### src/rtl/conv_pkg.sv
// Shared defaults and state encoding for the window reader.
//   BUS_WIDTH_DEF      pixel word width
//   ROWS_DEF           buffered rows, also the window width in columns
//   MAX_ROW_WIDTH_DEF  largest legal row length
//   READ_LATENCY_DEF   row-buffer read latency in cycles
//   FIFO_DEPTH_DEF     output window FIFO entries (power of two)
package conv_pkg;

  localparam int BUS_WIDTH_DEF     = 32;
  localparam int ROWS_DEF          = 3;
  localparam int MAX_ROW_WIDTH_DEF = 1024;
  localparam int READ_LATENCY_DEF  = 2;
  localparam int FIFO_DEPTH_DEF    = 4;

  typedef enum logic [1:0] {
    IDLE  = 2'd0,
    READ  = 2'd1,
    DRAIN = 2'd2
  } state_e;

endpackage

### src/rtl/window_fifo.sv
// Small synchronous FIFO holding finished windows.
// Storage is flops, so an entry written at the end of cycle N is first
// visible on rd_data in cycle N+1; rd_data is stable until popped.
// Ports:
//   clk, rst_n   clock, async active-low reset (FIFO empties)
//   push/wr_data write one entry (ignored when full)
//   pop          drop the head entry (ignored when empty)
//   rd_data      head entry
//   count        number of stored entries
module window_fifo #(
  parameter int WIDTH = 8,
  parameter int DEPTH = 4
) (
  input  logic                     clk,
  input  logic                     rst_n,
  input  logic                     push,
  input  logic [WIDTH-1:0]         wr_data,
  input  logic                     pop,
  output logic [WIDTH-1:0]         rd_data,
  output logic [$clog2(DEPTH):0]   count
);

  localparam int PTR_W = $clog2(DEPTH);
  localparam logic [PTR_W-1:0] PTR_ONE  = 1;
  localparam logic [PTR_W:0]   CNT_ONE  = 1;
  localparam logic [PTR_W:0]   CNT_FULL = (PTR_W+1)'(DEPTH);

  logic [WIDTH-1:0] mem_q [DEPTH];
  logic [WIDTH-1:0] mem_d [DEPTH];
  logic [PTR_W-1:0] wr_ptr_q, wr_ptr_d;
  logic [PTR_W-1:0] rd_ptr_q, rd_ptr_d;
  logic [PTR_W:0]   count_q, count_d;
  logic             do_push, do_pop;

  always_comb begin
    do_push  = push && (count_q != CNT_FULL);
    do_pop   = pop && (count_q != '0);
    mem_d    = mem_q;
    wr_ptr_d = wr_ptr_q;
    rd_ptr_d = rd_ptr_q;
    count_d  = count_q;
    if (do_push) begin
      mem_d[wr_ptr_q] = wr_data;
      wr_ptr_d        = wr_ptr_q + PTR_ONE;
    end
    if (do_pop) begin
      rd_ptr_d = rd_ptr_q + PTR_ONE;
    end
    if (do_push && !do_pop) begin
      count_d = count_q + CNT_ONE;
    end else if (!do_push && do_pop) begin
      count_d = count_q - CNT_ONE;
    end
  end

  always_ff @(posedge clk or negedge rst_n) begin
    if (!rst_n) begin
      mem_q    <= '{default: '0};
      wr_ptr_q <= '0;
      rd_ptr_q <= '0;
      count_q  <= '0;
    end else begin
      mem_q    <= mem_d;
      wr_ptr_q <= wr_ptr_d;
      rd_ptr_q <= rd_ptr_d;
      count_q  <= count_d;
    end
  end

  assign rd_data = mem_q[rd_ptr_q];
  assign count   = count_q;

endmodule

### src/rtl/window_reader.sv
// Sweeps one row of a ROWS-deep row buffer column by column and emits
// ROWS x ROWS pixel windows through a small output FIFO.
//
// state | meaning
// IDLE  | waiting for a full buffer and a legal row_width
// READ  | issuing column reads, throttled by FIFO credit
// DRAIN | all reads issued, waiting for in-flight columns to land
//
// Ports:
//   clk, rst_n         clock, async active-low reset
//   row_width          pixels per row, latched when a sweep starts
//   buf_full           row buffer holds ROWS complete rows
//   rows_data          one column, slice r = row r (row 0 oldest)
//   r_en, r_add        read strobe and column address to the row buffer
//   win_data           window, slice (c*ROWS+r) = row r, column c
//   win_valid/ready    window handshake
//   win_last           final window of a row
//   row_done           one-cycle pulse when a sweep has drained
//   cfg_err            row_width illegal while idle
module window_reader
  import conv_pkg::*;
#(
  parameter int BUS_WIDTH     = BUS_WIDTH_DEF,
  parameter int ROWS          = ROWS_DEF,
  parameter int MAX_ROW_WIDTH = MAX_ROW_WIDTH_DEF,
  parameter int ADDR_WIDTH    = $clog2(MAX_ROW_WIDTH),
  parameter int READ_LATENCY  = READ_LATENCY_DEF,
  parameter int FIFO_DEPTH    = FIFO_DEPTH_DEF
) (
  input  logic                          clk,
  input  logic                          rst_n,
  input  logic [31:0]                   row_width,
  input  logic                          buf_full,
  input  logic [ROWS*BUS_WIDTH-1:0]     rows_data,
  output logic                          r_en,
  output logic [ADDR_WIDTH-1:0]         r_add,
  output logic [ROWS*ROWS*BUS_WIDTH-1:0] win_data,
  output logic                          win_valid,
  input  logic                          win_ready,
  output logic                          win_last,
  output logic                          row_done,
  output logic                          cfg_err
);

  localparam int COL_W  = ROWS * BUS_WIDTH;
  localparam int WIN_W  = ROWS * COL_W;
  localparam int HIST_W = (ROWS - 1) * COL_W;
  localparam int CNT_W  = $clog2(FIFO_DEPTH) + 1;
  localparam int INF_W  = $clog2(READ_LATENCY + 1) + 1;

  localparam logic [ADDR_WIDTH:0]   ONE_W = 1;
  localparam logic [ADDR_WIDTH-1:0] ONE_A = 1;
  localparam logic [INF_W-1:0]      ONE_I = 1;

  state_e                  state_q, state_d;
  logic [ADDR_WIDTH:0]     width_q, width_d;
  logic [ADDR_WIDTH-1:0]   r_add_q, r_add_d;
  logic [READ_LATENCY-1:0] lat_q, lat_d;
  logic [INF_W-1:0]        inflight_q, inflight_d;
  logic [ADDR_WIDTH-1:0]   cap_idx_q, cap_idx_d;
  logic [HIST_W-1:0]       hist_q, hist_d;
  logic                    cfg_err_q, cfg_err_d;

  logic                    width_ok, credit, cap, push, pop;
  logic [ADDR_WIDTH-1:0]   last_idx;
  logic [WIN_W-1:0]        col_cat;
  logic [WIN_W:0]          fifo_rd;
  logic [CNT_W-1:0]        fifo_count;

  assign width_ok = (row_width >= 32'(ROWS)) && (row_width <= 32'(MAX_ROW_WIDTH));
  assign last_idx = ADDR_WIDTH'(width_q - ONE_W);
  // Credit counts every outstanding read, including the first ROWS-1
  // columns that never become windows; this keeps the FIFO from overflowing.
  assign credit   = (int'(fifo_count) + int'(inflight_q)) < FIFO_DEPTH;

  always_comb begin
    state_d  = state_q;
    width_d  = width_q;
    r_add_d  = r_add_q;
    r_en     = 1'b0;
    row_done = 1'b0;
    case (state_q)
      IDLE: begin
        if (buf_full && width_ok) begin
          state_d = READ;
          width_d = row_width[ADDR_WIDTH:0];
          r_add_d = '0;
        end
      end
      READ: begin
        if (credit) begin
          r_en = 1'b1;
          if (r_add_q == last_idx) begin
            state_d = DRAIN;
            r_add_d = '0;
          end else begin
            r_add_d = r_add_q + ONE_A;
          end
        end
      end
      DRAIN: begin
        if (inflight_q == '0) begin
          state_d  = IDLE;
          row_done = 1'b1;
        end
      end
      default: state_d = IDLE;
    endcase
  end

  always_comb begin
    cap      = lat_q[READ_LATENCY-1];
    lat_d    = lat_q << 1;
    lat_d[0] = r_en;
    // Incoming column sits in the rightmost window column.
    col_cat  = {rows_data, hist_q};

    inflight_d = inflight_q;
    if (r_en && !cap) begin
      inflight_d = inflight_q + ONE_I;
    end else if (!r_en && cap) begin
      inflight_d = inflight_q - ONE_I;
    end

    cap_idx_d = cap_idx_q;
    hist_d    = hist_q;
    if (row_done) begin
      cap_idx_d = '0;
      hist_d    = '0;
    end else if (cap) begin
      cap_idx_d = cap_idx_q + ONE_A;
      hist_d    = col_cat[WIN_W-1 -: HIST_W];
    end

    push      = cap && (cap_idx_q >= ADDR_WIDTH'(ROWS - 1));
    cfg_err_d = (state_q == IDLE) && !width_ok;
  end

  always_ff @(posedge clk or negedge rst_n) begin
    if (!rst_n) begin
      state_q    <= IDLE;
      width_q    <= '0;
      r_add_q    <= '0;
      lat_q      <= '0;
      inflight_q <= '0;
      cap_idx_q  <= '0;
      hist_q     <= '0;
      cfg_err_q  <= 1'b0;
    end else begin
      state_q    <= state_d;
      width_q    <= width_d;
      r_add_q    <= r_add_d;
      lat_q      <= lat_d;
      inflight_q <= inflight_d;
      cap_idx_q  <= cap_idx_d;
      hist_q     <= hist_d;
      cfg_err_q  <= cfg_err_d;
    end
  end

  window_fifo #(
    .WIDTH(WIN_W + 1),
    .DEPTH(FIFO_DEPTH)
  ) u_fifo (
    .clk    (clk),
    .rst_n  (rst_n),
    .push   (push),
    .wr_data({cap_idx_q == last_idx, col_cat}),
    .pop    (pop),
    .rd_data(fifo_rd),
    .count  (fifo_count)
  );

  assign win_valid = (fifo_count != '0);
  assign pop       = win_valid && win_ready;
  assign win_data  = fifo_rd[WIN_W-1:0];
  assign win_last  = win_valid && fifo_rd[WIN_W];
  assign r_add     = r_add_q;
  assign cfg_err   = cfg_err_q;

endmodule

### config.mk
export PLATFORM = sky130hd
export DESIGN_NAME = window_reader
export DESIGN_NICKNAME = d
export VERILOG_FILES = /design/src/rtl/conv_pkg.sv /design/src/rtl/window_fifo.sv /design/src/rtl/window_reader.sv
export SDC_FILE = /design/constraint.sdc
export NUM_CORES = 2
export LEC_CHECK = 0
export BUFFER_PORTS_ARGS = -buffer_cell sky130_fd_sc_hd__clkbuf_2
export CAP_MARGIN = 20
export CORE_AREA = 4 4 452 454
export DETAILED_ROUTE_END_ITERATION = 7
export DIE_AREA = 0 0 456 458
export REMOVE_ABC_BUFFERS = 1
export SYNTH_ARGS = -nofsm -noshare
export SYNTH_HDL_FRONTEND = slang
export SYNTH_SLANG_ARGS = --single-unit
### constraint.sdc
create_clock -name clk -period 3.2 [get_ports clk]
set_input_delay 0.16 -clock clk [delete_from_list [all_inputs] [get_ports clk]]
set_output_delay 0.16 -clock clk [all_outputs]
set_load 0.02 [all_outputs]
==> reports/metrics.cfg <==
[finish]
drive_gt1_frac=0.518
fill_cells=18900
layout_common_cells=dfrtp_1, mux2_2, clkbuf_2
layout_commonest_cell=dfrtp_1
multi_input_area_sq_um=24000
seqCellArea_sq_um=34900
areaGrowthSynthToFinish_pct=22.0
num-nets-final=4512

[yosys]
yosys_warnings=0
postSynthCellCount=3716
synth_cell_types=55
async_reset_ff_frac=1.00
synth_area_sq_um=59900
syn-mean-instance-area_sq_um=16.1
ys_seq_elements=1393
synth-main-ff-cell=dfrtp_1
ys_seq_area_frac=0.582
synth_edf_count=0

[floorplan]
num_rows=164
die_area_sq_um=209000
core_area_sq_um=200000
ioPinCount=435
die_h_um=458
start_util=0.300
die_x_um=456

[placed_design]
gp_congestion=0.723
portBuffers=434
dpl.hpwl_um=97200
dpl_worst_slack_ps=188

[timing]
clock_skew_ps=24.0
fin_tns_setup_ps=0
hold_slack_ps=147
rsz0062_at_grt=false
maxClockFrequency_mhz=333
setup_ws_ps=200
min_period_ps=3000
hold_viol_final=0
worstMarginPinSlew_ps=964
timing.final.crit_share=0.937
setup-violations-final=0
slew_headroom=0.357
slew_viol_final=0

[pwr]
p_leak_nw=31.2
pwr_density_cell_nw_per_um2=1100
vdd_ir_drop_max_mv=0.572
power_w=0.0803

[setup_path]
worstSetupEndpointType=output pin
critPathKind=register to output pin
cp.arrival_ps=2840
startpoint_type=register
required_ps=3040
crit_path_max_fanout=28

[routing]
drc=0
firstDrtPassIters=5
drt-vias-per-instance=4.77
antenna_left=0
via_count=34100
wl_per_cell_um=20.7
routed_wl_um=148000
drt_iter0_drc=1485

[global_routing]
grt_max_degree=90
grt_overflow_total=0
grt_pass1_vias=37000
grt_antenna_before_repair=6
grt_pass1_wl_um=233000
track_usage=0.142

[clock_tree]
cts_buffer_depth=3
cts_root_buf=clkbuf_16
post-cts-setup-buffers=0
clock-sinks=1393
htreeDepth=4
cts_tree=done
cts_buffers=156
path_clk_slew_ps=60
clk_latency_ps=800

[run]
drv_cap=0

[min_path]
hold_class=primary input to register

[run_status]
run_status=completed

worst max-delay path, stage by stage (launching register included):
cell,delay [ps]
dfrtp_4,620
buf_12,270
buf_12,280
mux4_2,590
clkbuf_2,180
layer usage:
layer / global-route usage / up-vias / wire (um)
met5: 0 / - / 13
met4: 0.0378 / 2 / 3010
met3: 0.0262 / 196 / 5190
met2: 0.237 / 521 / 74000
met1: 0.189 / 18300 / 65700
li1: - / 15000 / -
worst paths after layout:
check	start	to	slack (ps)	cells after the start
min in group asynchronous	rst_n	u_fifo.mem_q[894]	570	3
max in group asynchronous	rst_n	u_fifo.mem_q[158]	1710	4
max reg2reg	cap_idx_q[0]	u_fifo.mem_q[467]	220	10
min	buf_full	state_q[0]	150	5
min reg2reg	lat_q[0]	lat_q[1]	350	0
max	u_fifo.rd_ptr_q[0]	win_data[267]	200	4
where the power goes:
part | switching, W | internal (W)
sequential | 0.00566 | 0.0265
clock | 0.00731 | 0.0102
combinational | 0.0151 | 0.0155
Yosys cell counts, types with 3 or more instances:
cell,number,area share
nor2_1,211,0.013
a21oi_1,3,0.00025
a31oi_1,6,0.00063
buf_4,4,0.00050
mux2i_1,194,0.032
nor3b_1,4,0.00050
nor2b_1,3,0.00031
inv_1,13,0.00081
mux2_2,1166,0.22
a211oi_1,6,0.00075
nand2_1,19,0.0012
xor2_1,17,0.0025
nor4_1,8,0.00084
nand3_1,8,0.00067
clkbuf_1,68,0.0043
ha_1,12,0.0025
mux4_2,289,0.11
or3_1,8,0.00084
buf_2,124,0.010
and3_1,3,0.00031
buf_1,51,0.0032
nor3_1,6,0.00050
nand2b_1,7,0.00073
o2111ai_1,3,0.00044
nand2_2,4,0.00042
xnor2_1,23,0.0034
dfrtp_1,1393,0.58
nand4_1,4,0.00042
and2_1,5,0.00052
o21ai_0,14,0.0012
o31ai_1,7,0.00088
or4_1,4,0.00050
through the flow:
stage / cells / utilization / instance area, sq um
2_1_floorplan: 3467 / - / 58800
3_3_place_gp: 6741 / 0.335 / 66800
3_5_place_dp: 6741 / 0.335 / 66800
4_1_cts: 7135 / 0.366 / 73100
5_1_grt: 7135 / 0.366 / 73100
6_report: 7137 / 0.366 / 73100
flip-flops by register name, indices dropped and copies added, names as in the netlist:
register	count
inflight_q	3
width_q	10
u_fifo.count	3
r_add	10
u_fifo.mem_q	1156
state_q	2
hist_q	192
cfg_err	1
u_fifo.wr_ptr_q	2
u_fifo.rd_ptr_q	2
lat_q	2
cap_idx_q	10
what timing repair did:
item	CTS	global route
gates resized for setup	2	1
gates cloned	0	0
endpoints found under the setup margin	2	3
hold buffers	123	0
endpoints found under the hold margin	1100	0
logic make-up after synthesis:
logic type | after synthesis | synth area share
buffers and inverters | 262 | 0.0195
AOI/OAI and AO/OA | 51 | 0.00597
DFF | 1393 | 0.582
and+or+nand+nor | 305 | 0.0231
xor gates and xnor gates | 40 | 0.00585
muxes | 1651 | 0.361
adders and majority gates | 14 | 0.00317
layout make-up:
type | instances | area share
clock inverter | 40 | 0.00650
inverter | 13 | 0.000667
sequential | 1393 | 0.477
tap | 2656 | 0.0455
antenna | 2 | 0.0000685
multi-input combinational | 2061 | 0.328
timing repair buffer | 741 | 0.0805
clock buffer | 231 | 0.0621
Note: power is estimated with default switching activity, not from simulation.
